===== src/rtl/dmem_arbiter_if.sv =====
// Request/response/memory bundle for the data-memory arbiter.
// slave  : the arbiter's view (takes requests, drives the memory side).
// master : the view of the requesters and memory model that surround it.
interface dmem_arbiter_if;
   logic        req0_valid;
   logic        req0_ready;
   logic        req0_we;
   logic [3:0]  req0_be;
   logic [31:0] req0_addr;
   logic [31:0] req0_wdata;
   logic        req1_valid;
   logic        req1_ready;
   logic        req1_we;
   logic [3:0]  req1_be;
   logic [31:0] req1_addr;
   logic [31:0] req1_wdata;
   logic        rsp0_valid;
   logic [31:0] rsp0_rdata;
   logic        rsp1_valid;
   logic [31:0] rsp1_rdata;
   logic        mem_we;
   logic [3:0]  mem_byteEnable;
   logic [31:0] mem_a;
   logic [31:0] mem_wd;
   logic [31:0] mem_rd;

   modport slave (
      input  req0_valid, req0_we, req0_be, req0_addr, req0_wdata,
      input  req1_valid, req1_we, req1_be, req1_addr, req1_wdata,
      output req0_ready, req1_ready,
      output rsp0_valid, rsp0_rdata, rsp1_valid, rsp1_rdata,
      output mem_we, mem_byteEnable, mem_a, mem_wd,
      input  mem_rd
   );

   modport master (
      output req0_valid, req0_we, req0_be, req0_addr, req0_wdata,
      output req1_valid, req1_we, req1_be, req1_addr, req1_wdata,
      input  req0_ready, req1_ready,
      input  rsp0_valid, rsp0_rdata, rsp1_valid, rsp1_rdata,
      input  mem_we, mem_byteEnable, mem_a, mem_wd,
      output mem_rd
   );
endinterface


===== src/rtl/dmem_arbiter.sv =====
// Two-port arbiter in front of a single-port, byte-enabled data memory.
// Port 0 is the core load/store path, port 1 a debug/DMA requester.
// One request is accepted per cycle; load data comes back one cycle after
// acceptance, routed to whichever port issued the load.
// Optional feature: define DMEM_ARB_RR_EN for round-robin arbitration;
// otherwise port 0 has fixed priority.
module dmem_arbiter #(
   parameter int CNT_WIDTH = 16
) (
   input  logic                 clk,
   input  logic                 reset,
   dmem_arbiter_if.slave        bus,
   output logic [CNT_WIDTH-1:0] conflict_cnt
);

   logic gnt0;
   logic gnt1;
   logic both_valid;
   logic pend_valid;
   logic pend_owner;

   assign both_valid = bus.req0_valid & bus.req1_valid;

`ifdef DMEM_ARB_RR_EN
   // 1 = port 1 was granted most recently; reset value lets port 0 win first
   logic last_gnt;

   // Round-robin grant: on conflict the port not granted last wins
   always_comb begin
      gnt0 = 1'b0;
      gnt1 = 1'b0;
      if (!reset) begin
         if (both_valid) begin
            if (last_gnt) gnt0 = 1'b1;
            else          gnt1 = 1'b1;
         end else if (bus.req0_valid) begin
            gnt0 = 1'b1;
         end else if (bus.req1_valid) begin
            gnt1 = 1'b1;
         end
      end
   end

   // Last-grant pointer follows every accepted request
   always_ff @(posedge clk or posedge reset) begin
      if (reset)     last_gnt <= 1'b1;
      else if (gnt0) last_gnt <= 1'b0;
      else if (gnt1) last_gnt <= 1'b1;
   end
`else
   // Fixed priority grant: port 0 always wins
   always_comb begin
      gnt0 = !reset & bus.req0_valid;
      gnt1 = !reset & bus.req1_valid & !bus.req0_valid;
   end
`endif

   assign bus.req0_ready = gnt0;
   assign bus.req1_ready = gnt1;

   // Memory-side mux; with no grant the port-0 address/data pass through
   always_comb begin
      bus.mem_a          = bus.req0_addr;
      bus.mem_wd         = bus.req0_wdata;
      bus.mem_we         = 1'b0;
      bus.mem_byteEnable = 4'b0000;
      if (gnt1) begin
         bus.mem_a          = bus.req1_addr;
         bus.mem_wd         = bus.req1_wdata;
         bus.mem_we         = bus.req1_we;
         bus.mem_byteEnable = bus.req1_we ? bus.req1_be : 4'b0000;
      end else if (gnt0) begin
         bus.mem_we         = bus.req0_we;
         bus.mem_byteEnable = bus.req0_we ? bus.req0_be : 4'b0000;
      end
   end

   // Remember which port owns the read data returning next cycle
   always_ff @(posedge clk or posedge reset) begin
      if (reset) begin
         pend_valid <= 1'b0;
         pend_owner <= 1'b0;
      end else begin
         pend_valid <= (gnt0 & ~bus.req0_we) | (gnt1 & ~bus.req1_we);
         pend_owner <= gnt1;
      end
   end

   // Steer registered memory read data to the owning port only
   always_comb begin
      bus.rsp0_valid = pend_valid & ~pend_owner;
      bus.rsp1_valid = pend_valid &  pend_owner;
      bus.rsp0_rdata = bus.rsp0_valid ? bus.mem_rd : 32'h0;
      bus.rsp1_rdata = bus.rsp1_valid ? bus.mem_rd : 32'h0;
   end

   // Saturating count of cycles where both ports requested
   always_ff @(posedge clk or posedge reset) begin
      if (reset)
         conflict_cnt <= '0;
      else if (both_valid && (conflict_cnt != {CNT_WIDTH{1'b1}}))
         conflict_cnt <= conflict_cnt + CNT_WIDTH'(1);
   end

endmodule


===== src/flat_wrapper.sv =====
// flat-port wrapper written by rule: the top's interface ports become plain ports
module dmem_arbiter_flat 
#(
   parameter int CNT_WIDTH = 16
)
  (clk, reset, conflict_cnt, bus_req0_valid, bus_req0_we, bus_req0_be, bus_req0_addr, bus_req0_wdata, bus_req1_valid, bus_req1_we, bus_req1_be, bus_req1_addr, bus_req1_wdata, bus_req0_ready, bus_req1_ready, bus_rsp0_valid, bus_rsp0_rdata, bus_rsp1_valid, bus_rsp1_rdata, bus_mem_we, bus_mem_byteEnable, bus_mem_a, bus_mem_wd, bus_mem_rd);
  dmem_arbiter_if bus_i ();
  input  logic clk;
  input  logic reset;
  output logic [CNT_WIDTH-1:0] conflict_cnt;
  input wire logic [$bits(bus_i.req0_valid)-1:0] bus_req0_valid;
  input wire logic [$bits(bus_i.req0_we)-1:0] bus_req0_we;
  input wire logic [$bits(bus_i.req0_be)-1:0] bus_req0_be;
  input wire logic [$bits(bus_i.req0_addr)-1:0] bus_req0_addr;
  input wire logic [$bits(bus_i.req0_wdata)-1:0] bus_req0_wdata;
  input wire logic [$bits(bus_i.req1_valid)-1:0] bus_req1_valid;
  input wire logic [$bits(bus_i.req1_we)-1:0] bus_req1_we;
  input wire logic [$bits(bus_i.req1_be)-1:0] bus_req1_be;
  input wire logic [$bits(bus_i.req1_addr)-1:0] bus_req1_addr;
  input wire logic [$bits(bus_i.req1_wdata)-1:0] bus_req1_wdata;
  output wire logic [$bits(bus_i.req0_ready)-1:0] bus_req0_ready;
  output wire logic [$bits(bus_i.req1_ready)-1:0] bus_req1_ready;
  output wire logic [$bits(bus_i.rsp0_valid)-1:0] bus_rsp0_valid;
  output wire logic [$bits(bus_i.rsp0_rdata)-1:0] bus_rsp0_rdata;
  output wire logic [$bits(bus_i.rsp1_valid)-1:0] bus_rsp1_valid;
  output wire logic [$bits(bus_i.rsp1_rdata)-1:0] bus_rsp1_rdata;
  output wire logic [$bits(bus_i.mem_we)-1:0] bus_mem_we;
  output wire logic [$bits(bus_i.mem_byteEnable)-1:0] bus_mem_byteEnable;
  output wire logic [$bits(bus_i.mem_a)-1:0] bus_mem_a;
  output wire logic [$bits(bus_i.mem_wd)-1:0] bus_mem_wd;
  input wire logic [$bits(bus_i.mem_rd)-1:0] bus_mem_rd;
  assign bus_i.req0_valid = bus_req0_valid;
  assign bus_i.req0_we = bus_req0_we;
  assign bus_i.req0_be = bus_req0_be;
  assign bus_i.req0_addr = bus_req0_addr;
  assign bus_i.req0_wdata = bus_req0_wdata;
  assign bus_i.req1_valid = bus_req1_valid;
  assign bus_i.req1_we = bus_req1_we;
  assign bus_i.req1_be = bus_req1_be;
  assign bus_i.req1_addr = bus_req1_addr;
  assign bus_i.req1_wdata = bus_req1_wdata;
  assign bus_req0_ready = bus_i.req0_ready;
  assign bus_req1_ready = bus_i.req1_ready;
  assign bus_rsp0_valid = bus_i.rsp0_valid;
  assign bus_rsp0_rdata = bus_i.rsp0_rdata;
  assign bus_rsp1_valid = bus_i.rsp1_valid;
  assign bus_rsp1_rdata = bus_i.rsp1_rdata;
  assign bus_mem_we = bus_i.mem_we;
  assign bus_mem_byteEnable = bus_i.mem_byteEnable;
  assign bus_mem_a = bus_i.mem_a;
  assign bus_mem_wd = bus_i.mem_wd;
  assign bus_i.mem_rd = bus_mem_rd;
  dmem_arbiter #(.CNT_WIDTH(CNT_WIDTH)) u_core (.clk(clk), .reset(reset), .bus(bus_i), .conflict_cnt(conflict_cnt));
endmodule

===== config.mk =====
export PLATFORM = sky130hd
export DESIGN_NAME = dmem_arbiter_flat
export DESIGN_NICKNAME = d
export VERILOG_FILES = /design/src/rtl/dmem_arbiter_if.sv /design/src/rtl/dmem_arbiter.sv /design/src/flat_wrapper.sv
export SDC_FILE = /design/constraint.sdc
export NUM_CORES = 1
export LEC_CHECK = 0
export ABC_AREA = 1
export ABC_CLOCK_PERIOD_IN_PS = 2100
export BUFFER_PORTS_ARGS = -buffer_cell sky130_fd_sc_hd__buf_2
export CORE_AREA = 2 2 126 128
export CTS_CLUSTER_SIZE = 25
export DETAILED_ROUTE_END_ITERATION = 10
export DIE_AREA = 0 0 128 130
export GPL_TIMING_DRIVEN = 0
export PLACE_DENSITY = 0.48
export SYNTH_ARGS = -nofsm -noshare
export SYNTH_HDL_FRONTEND = slang
export SYNTH_SLANG_ARGS = --single-unit

===== constraint.sdc =====
create_clock -name clk -period 2.1 [get_ports clk]
set_clock_uncertainty 0.15 [all_clocks]
set_input_delay 0.21 -clock clk [delete_from_list [all_inputs] [get_ports clk]]
set_output_delay 0.21 -clock clk [all_outputs]
set_load 0.02 [all_outputs]

# Yosys cells after proc, flatten, opt, wreduce, memory -nomap -nowiden
# Cells that the tools add are included.
# W data, S select, Z words.
# word_totals
regBits	18
inputBits	174
out_inout_bits	153
# op_classes
reduce_logical	3
eq_ne	1
n_mux	10
add_sub_neg	1
n_bitwise	12
# ops
cell	n
$mux W32	4
$add A16 B1 Y16 const B	1
$mux W4	4
$ne A16 B16 Y1 const B	1
$and A1 B1 Y1	8
$not A1 Y1	3
$logic_not A1 Y1	2
$mux W1	2
$logic_and A1 B1 Y1	1
$or A1 B1 Y1	1

# Depth between registers and ports, before layout
# Gate-level depths: netlist (run 1).
# logic_depth
depth_word	5
ltp_mapped	9
mapped_depth_nobuf	9

# Worst setup path before layout (run 1)
# No wires, ideal clock.
# synth_path
kind	input to output
startpoint	input reset
endpoint	output bus_mem_a[22]
cell_stages	6
path_slack_ps	116
arrival_ps	1624
path_cell_list	inv_1 > nand3_2 > inv_1 > clkbuf_1 > nand2_1 > nand2_1
# synth_via
elab_chain_cells	4
# synth_lines
element	line	text
from (decl)	flat_wrapper.sv:9	input logic reset;
$logic_not A1 Y1	dmem_arbiter.sv:54	gnt1 = !reset & bus.req1_valid & !bus.req0_valid;
$and A1 B1 Y1 (2 in series)	dmem_arbiter.sv:54	
net bus_req1_ready	flat_wrapper.sv:22	output wire logic [$bits(bus_i.req1_ready)-1:0] bus_req1_ready;
$mux W32	dmem_arbiter.sv:67	if (gnt1) begin
to (decl)	flat_wrapper.sv:29	output wire logic [$bits(bus_i.mem_a)-1:0] bus_mem_a;
# The timed path passes the listed nets, and every way through them passes these cells.

# Worst setup path in the final report (run 1)
# layout_path
startpoint	input bus_req0_valid
endpoint	output bus_mem_a[20]
# layout_via
elab_chain_cells	3
# layout_lines
element	line	text
from (decl)	flat_wrapper.sv:11	input wire logic [$bits(bus_i.req0_valid)-1:0] bus_req0_valid;
$logic_not A1 Y1	dmem_arbiter.sv:54	
$and A1 B1 Y1	dmem_arbiter.sv:54	
$mux W32	dmem_arbiter.sv:67	
# No other way between the ends.

==> results of run 1 <==
==> through the flow <==
stage | TNS, ns | cells | setup slack (ns) | power, mW
6_report | 0 | 1007 | 0.155 | 1.89
5_1_grt | 0 | 1007 | 0.0128 | 2.04
3_3_place_gp | -43.05 | 1002 | -0.779 | 1.47
2_1_floorplan | 0 | 484 | 0.116 | 1.03
3_5_place_dp | -41.88 | 1002 | -0.755 | 1.47
4_1_cts | 0 | 1007 | 0.0123 | 1.91
==> cell usage after synthesis (2+ instances only) <==
master and n:
xnor2_1 4, nor2_1 84, buf_2 7, clkbuf_1 14
nor2_4 3, inv_1 48, xor2_1 2, o21ai_2 3
dfrtp_1 18, nand3_1 13, nand3b_1 2, nand2_2 3
o21ai_0 8, nand2_1 261, nand4_1 6, inv_2 2
==> logic make-up after synthesis <==
logic type / Yosys count / share of synthesized area
AND/OR/NAND/NOR: 374 / 0.625
buffers and inverters: 72 / 0.122
flip-flops: 18 / 0.190
AO/OA/AOI/OAI: 13 / 0.0354
XOR/XNOR: 6 / 0.0222
adder cells (fa/ha/maj): 1 / 0.00528
==> report_power, final <==
group	total, mW	switching, mW	internal [mW]
combinational	0.982	0.607	0.374
clock	0.429	0.139	0.290
sequential	0.483	0.0827	0.400
total	1.89	0.830	1.06
==> path summary, 6_finish.rpt <==
kind	start	end
setup / recovery	bus_req0_valid	bus_mem_a[20]
hold / removal	reset	u_core.pend_valid$_DFF_PP0_
setup reg to reg	u_core.conflict_cnt[0]$_DFFE_PP0P_	u_core.conflict_cnt[7]$_DFFE_PP0P_
hold reg to reg	u_core.conflict_cnt[14]$_DFFE_PP0P_	u_core.conflict_cnt[14]$_DFFE_PP0P_
max in group asynchronous	reset	u_core.conflict_cnt[13]$_DFFE_PP0P_
min in group asynchronous	reset	u_core.conflict_cnt[3]$_DFFE_PP0P_
==> worst register-to-register path: cells and delay by family (launching register included) <==
kind	cells	cell delay, ns
adders and majority gates	1	0.32
DFF	1	0.46
and+or+nand+nor	7	0.67
buffers and inverters	1	0.16
==> routing by layer <==
| layer | share of wire | global-route usage | vias to the layer above |
|---|---|---|---|
| met3 | 0.061 | 0.0172 | 2 |
| met5 | 0 | 0 | - |
| met4 | 0.0021 | 0.0116 | 0 |
| li1 | - | - | 2097 |
| met2 | 0.51 | 0.253 | 170 |
| met1 | 0.43 | 0.175 | 1672 |
==> final cells by class <==
| class | instances | area [um2] |
|---|---|---|
| Fill cell | 1845 | 11100 |
| Timing Repair Buffer | 328 | 1650 |
| Multi-Input combinational cell | 394 | 1640 |
| Sequential cell | 18 | 450 |
| Tap cell | 192 | 240 |
| Inverter | 50 | 191 |
| Buffer | 21 | 108 |
| Clock buffer | 4 | 88.8 |
==> repair_timing <==
item | in CTS | in global routing
hold buffers | 1 | 0
buffers inserted | 1 | 0
gates resized for setup | 2 | 10
setup endpoints to repair | 71 | 47
hold endpoints to repair | 18 | 0
==> registers in the layout, summed over array words and instances, names as in the netlist <==
signal               cells
u_core.conflict_cnt     16
u_core.pend_owner        1
u_core.pend_valid        1
==> flow_metrics.env, run 1 <==
export IMPL_place_gp_congestion=0.774
export IMPL_die_y_um=130
export IMPL_yosysWarnings=0
export IMPL_drc_errors=0
export IMPL_start_kind="input pin"
export IMPL_io_buffers=326
export IMPL_leakage_nw=2.95
export IMPL_clock_latency_ns=0.25
export IMPL_syn_nets=659
export IMPL_cp_buffers_inverters=6
export IMPL_ant_nets=0
export IMPL_crit_chain="buf_2 > inv_1 > nand3_4 > inv_1 > buf_2 > clkbuf_4 > nand2_1 > nand2_1 > buf_2"
export IMPL_antenna_found_initial=0
export IMPL_core_um2=15400
export IMPL_required_ns=1.74
export IMPL_max_slew_margin=0.542
export IMPL_fp_dieArea_um2=16600
export IMPL_synth_seq_cells=18
export IMPL_r2r_slack_ns=0.23
export IMPL_syn_to_final_growth_pct=84.1
export IMPL_syn_area_per_cell_um2=4.90
export IMPL_final_max_slew_viol_count=0
export IMPL_grt_pass1_wl_um=17900
export IMPL_grt_pass1_vias=3449
export IMPL_via_count=3941
export IMPL_cts_tree="yes"
export IMPL_synth_top_area_share=0.413
export IMPL_placed_area_um2=4240
export IMPL_irDropWorstVdd_mv=0.216
export IMPL_clock_sink_count=18
export IMPL_ctsHtreeMaxLevel=1
export IMPL_final_cell_mix="buf_2 (332), nand2_1 (261), nor2_1 (84), inv_1 (47), dfrtp_1 (18)"
export IMPL_wire_per_inst_um=12.6
export IMPL_synthArstFlopShare=1.00
export IMPL_nets=991
export IMPL_crit_top_cell="buf_2"
export IMPL_cp_data_arrival_time_ns=1.59
export IMPL_synth_area_top_cells="nand2_1 (41%), dfrtp_1 (19%), nor2_1 (13%)"
export IMPL_cts_buffers_inserted=3
export IMPL_synth_distinct_cells=22
export IMPL_drt_iter0_drc=169
export IMPL_rr_worst_depth=9
export IMPL_rsz0062_at_grt="false"
export IMPL_period_share=0.926
export IMPL_clkTransAtPathRegs_ns=0.05
export IMPL_fmax_mhz=514
export IMPL_synth_edf_count=0
export IMPL_ctsLongestPathBuffers=2
export IMPL_hold_slack_ns=0.0707
export IMPL_synth_cell_area_um2=2370
export IMPL_detail_route_vias_per_cell=3.91
export IMPL_rows=46
export IMPL_dp_hpwl_um=10800
export IMPL_whs_path_depth=2
export IMPL_cp_depth=9
export IMPL_antenna_cells=0
export IMPL_worstPathMaxFanout=10
export IMPL_ys_flop_type="dfrtp_1"
export IMPL_timing_hold_violations_final=0
export IMPL_crit_type="input pin to primary output"
export IMPL_ios=327
export IMPL_min_period_ns=1.95
export IMPL_status="finished clean"
export IMPL_routed_wirelength_um=12700
export IMPL_min_path_type="input pin to flop"
export IMPL_finalInstanceArea_um2=4370
export IMPL_final_layout_size_suffix_gt1_frac=0.439
export IMPL_powerDensity_nw_per_um2=434
export IMPL_yosysTopAreaCell="nand2_1"
export IMPL_die_w_um=128
export IMPL_final_util=0.283
export IMPL_grt_usage=0.136
export IMPL_cts_root_buffer="clkbuf_16"
export IMPL_synthCells=484
export IMPL_worst_slew_pin_slew_ns=0.685
export IMPL_grt_overflow=0
export IMPL_initial_core_util=0.154
export IMPL_max_cap_violations=0
export IMPL_setup_viol=0
export IMPL_first_pass_iters=6
export IMPL_ys_seq_area_frac=0.190
export IMPL_slowest_stage="clkbuf_4"
export IMPL_grt_max_degree=20
export IMPL_end_kind="primary output"
export IMPL_layout_commonest_cell="buf_2"
export IMPL_cpPeakStageDelay_ns=0.24
export IMPL_critPathTopFamily="buffers and inverters"
Power figures use the tool's default switching activity.
==> run 2, diff against run 1 <==
- BUFFER_PORTS_ARGS: -buffer_cell sky130_fd_sc_hd__buf_2 -> default
- DONT_BUFFER_PORTS: default -> 1
- PLACE_DENSITY: 0.48 -> 0.3
==> run 2 against run 1 <==
  * Routed wire length decreased by 7.8%
  * Combinational power down 38%
  * Global-route usage shrank 1.2 points
  * Critical endpoint is now bus_rsp0_rdata[2]
  * Die area unchanged
  * Clock power decreased by 8.6%
  * Worst hold slack better by 0.18 ns
  * Setup slack worse by 0.12 ns
  * Non-clock buffer count decreased by 322
  * Cell area fell by 37%
  * Sequential cell count stayed put
  * Critical path type is now flop to primary output
  * Register-to-register slack barely moved
  * Highest routed layer unchanged
==> flow_metrics.env, run 2 (synthesis gave the netlist of run 1 again) <==
export IMPL_start_kind="flop"
export IMPL_drt_iter0_drc=120
export IMPL_slowest_stage="dfrtp_1"
export IMPL_combinationalPowerShare=0.387
export IMPL_rows=46
export IMPL_antenna_found_initial=0
export IMPL_power_frac_clock=0.249
export IMPL_setup_viol=0
export IMPL_crit_type="flop to primary output"
export IMPL_io_buffers=0
export IMPL_antenna_cells=0
export IMPL_grt_pass1_vias=2530
export IMPL_end_kind="primary output"
export IMPL_cts_buffers_inserted=3
export IMPL_power_share_sequential=0.363
export IMPL_worst_slew_pin_slew_ns=0.815
export IMPL_nFillCells=1826
export IMPL_syn_to_final_growth_pct=16.8
export IMPL_period_share=0.981
export IMPL_clock_latency_ns=0.25
export IMPL_min_period_ns=2.06
export IMPL_ant_nets=0
export IMPL_leakage_nw=1.53
export IMPL_finalInstanceArea_um2=2770
export IMPL_irDropWorstVdd_mv=0.182
export IMPL_timing_hold_violations_final=0
export IMPL_wire_per_inst_um=17.1
export IMPL_cp_data_arrival_time_ns=1.70
export IMPL_rsz0062_at_grt="true"
export IMPL_initial_core_util=0.154
export IMPL_final_cells=684
export IMPL_top_regs="u_core.conflict_cnt: 16 flops, u_core.pend_owner: 1 flops, u_core.pend_valid: 1 flops"
export IMPL_final_layout_size_suffix_gt1_frac=0.0691
export IMPL_powerDensity_nw_per_um2=568
export IMPL_detail_route_vias_per_cell=4.34
export IMPL_core_um2=15400
export IMPL_max_slew_margin=0.454
export IMPL_intPower_mw=0.810
export IMPL_required_ns=1.74
export IMPL_cpPeakStageDelay_ns=0.40
export IMPL_hold_slack_ns=0.248
export IMPL_place_gp_congestion=0.853
export IMPL_first_pass_iters=4
export IMPL_crit_chain="nor2_4 > inv_1 > clkbuf_1 > nor2_1"
export IMPL_fmax_mhz=485
export IMPL_switching_share=0.485
export IMPL_grt_overflow=0
export IMPL_critPathTopFamily="simple AND/OR/NAND/NOR gates"
export IMPL_placed_area_um2=2610
export IMPL_finalPower_mw=1.57
export IMPL_grt_usage=0.124
export IMPL_top_register="u_core.conflict_cnt"
export IMPL_final_max_slew_viol_count=0
export IMPL_die_w_um=128
export IMPL_min_path_type="input pin to flop"
export IMPL_status="finished clean"
export IMPL_cts_tree="yes"
export IMPL_ios=327
export IMPL_drc_errors=0
export IMPL_die_y_um=130
export IMPL_regArea_um2=453
export IMPL_clkTransAtPathRegs_ns=0.06
export IMPL_max_cap_violations=0
export IMPL_dp_hpwl_um=10000
export IMPL_ctsLongestPathBuffers=2
export IMPL_final_cell_mix="nand2_1 (261), nor2_1 (80), inv_1 (47), dfrtp_1 (16)"
export IMPL_final_util=0.180
export IMPL_largest_reg_flops=16
export IMPL_routed_wirelength_um=11700
export IMPL_fp_dieArea_um2=16600
export IMPL_grt_pass1_wl_um=15600
export IMPL_worstPathMaxFanout=10
export IMPL_nets=669
export IMPL_grt_max_degree=19
export IMPL_ctsHtreeMaxLevel=1
export IMPL_cts_root_buffer="clkbuf_16"
export IMPL_cp_buffers_inverters=2
export IMPL_layout_commonest_cell="nand2_1"
export IMPL_place_inst=676
export IMPL_multiInputGateArea_um2=1660
export IMPL_clock_sink_count=18
export IMPL_via_count=2969
export IMPL_switchingPower_mw=0.763
==> run 2: power groups by stage <==
stage | combinational [mW] | sequential (mW) | clock, mW
global placement | 0.598 | 0.570 | 0
finish | 0.610 | 0.572 | 0.392
detailed placement | 0.596 | 0.571 | 0
global route | 0.681 | 0.585 | 0.426
floorplan | 0.498 | 0.534 | 0
CTS | 0.609 | 0.567 | 0.410
==> run 2: worst paths after layout <==
path | cells after the start | from | end | slack [ns]
min | 4 | bus_req1_valid | u_core.conflict_cnt[14]$_DFFE_PP0P_ | 0.25
max | 4 | u_core.pend_owner$_DFF_PP0_ | bus_rsp0_rdata[2] | 0.04
max in group asynchronous | 3 | reset | u_core.conflict_cnt[1]$_DFFE_PP0P_ | 1.28
min reg2reg | 2 | u_core.conflict_cnt[1]$_DFFE_PP0P_ | u_core.conflict_cnt[1]$_DFFE_PP0P_ | 0.49
min in group asynchronous | 3 | reset | u_core.conflict_cnt[4]$_DFFE_PP0P_ | 0.30
max reg2reg | 9 | u_core.conflict_cnt[0]$_DFFE_PP0P_ | u_core.conflict_cnt[5]$_DFFE_PP0P_ | 0.23
==> run 2: per-stage QoR <==
step | setup TNS (ns) | worst slack, ns
floorplan | 0 | 0.116
global placement | -38.58 | -0.741
detailed placement | -40.34 | -0.783
CTS | 0 | 0.0330
global route | -0.644 | -0.0511
finish | 0 | 0.0398
==> run 2: repair_timing <==
item / in CTS / in global routing
endpoints found under the setup margin: 112 / 32
gates resized for setup: 6 / 5
hold buffers: 4 / 0
pin swaps: 0 / 0
hold endpoints to repair: 19 / 0
setup buffers: 1 / 0
==> run 2: metal layers <==
layer	up-vias	share of wire	track usage
met5	-	0	0
met4	0	0.021	0.0375
met3	12	0.062	0.0180
met2	177	0.50	0.217
met1	1329	0.41	0.159
li1	1451	-	-
==> run 2: worst min-delay path: stages <==
cell and delay (ns):
nand2_1 0.17, nor2_1 0.11, nand3b_1 0.07, nand2_1 0.05
==> run 2: cell type report <==
cell class,count,area share
Tap cell,192,0.0868
Multi-Input combinational cell,394,0.599
Sequential cell,18,0.164
Clock buffer,3,0.0271
Timing Repair Buffer,5,0.0172
Inverter,50,0.0691
Buffer,22,0.0375
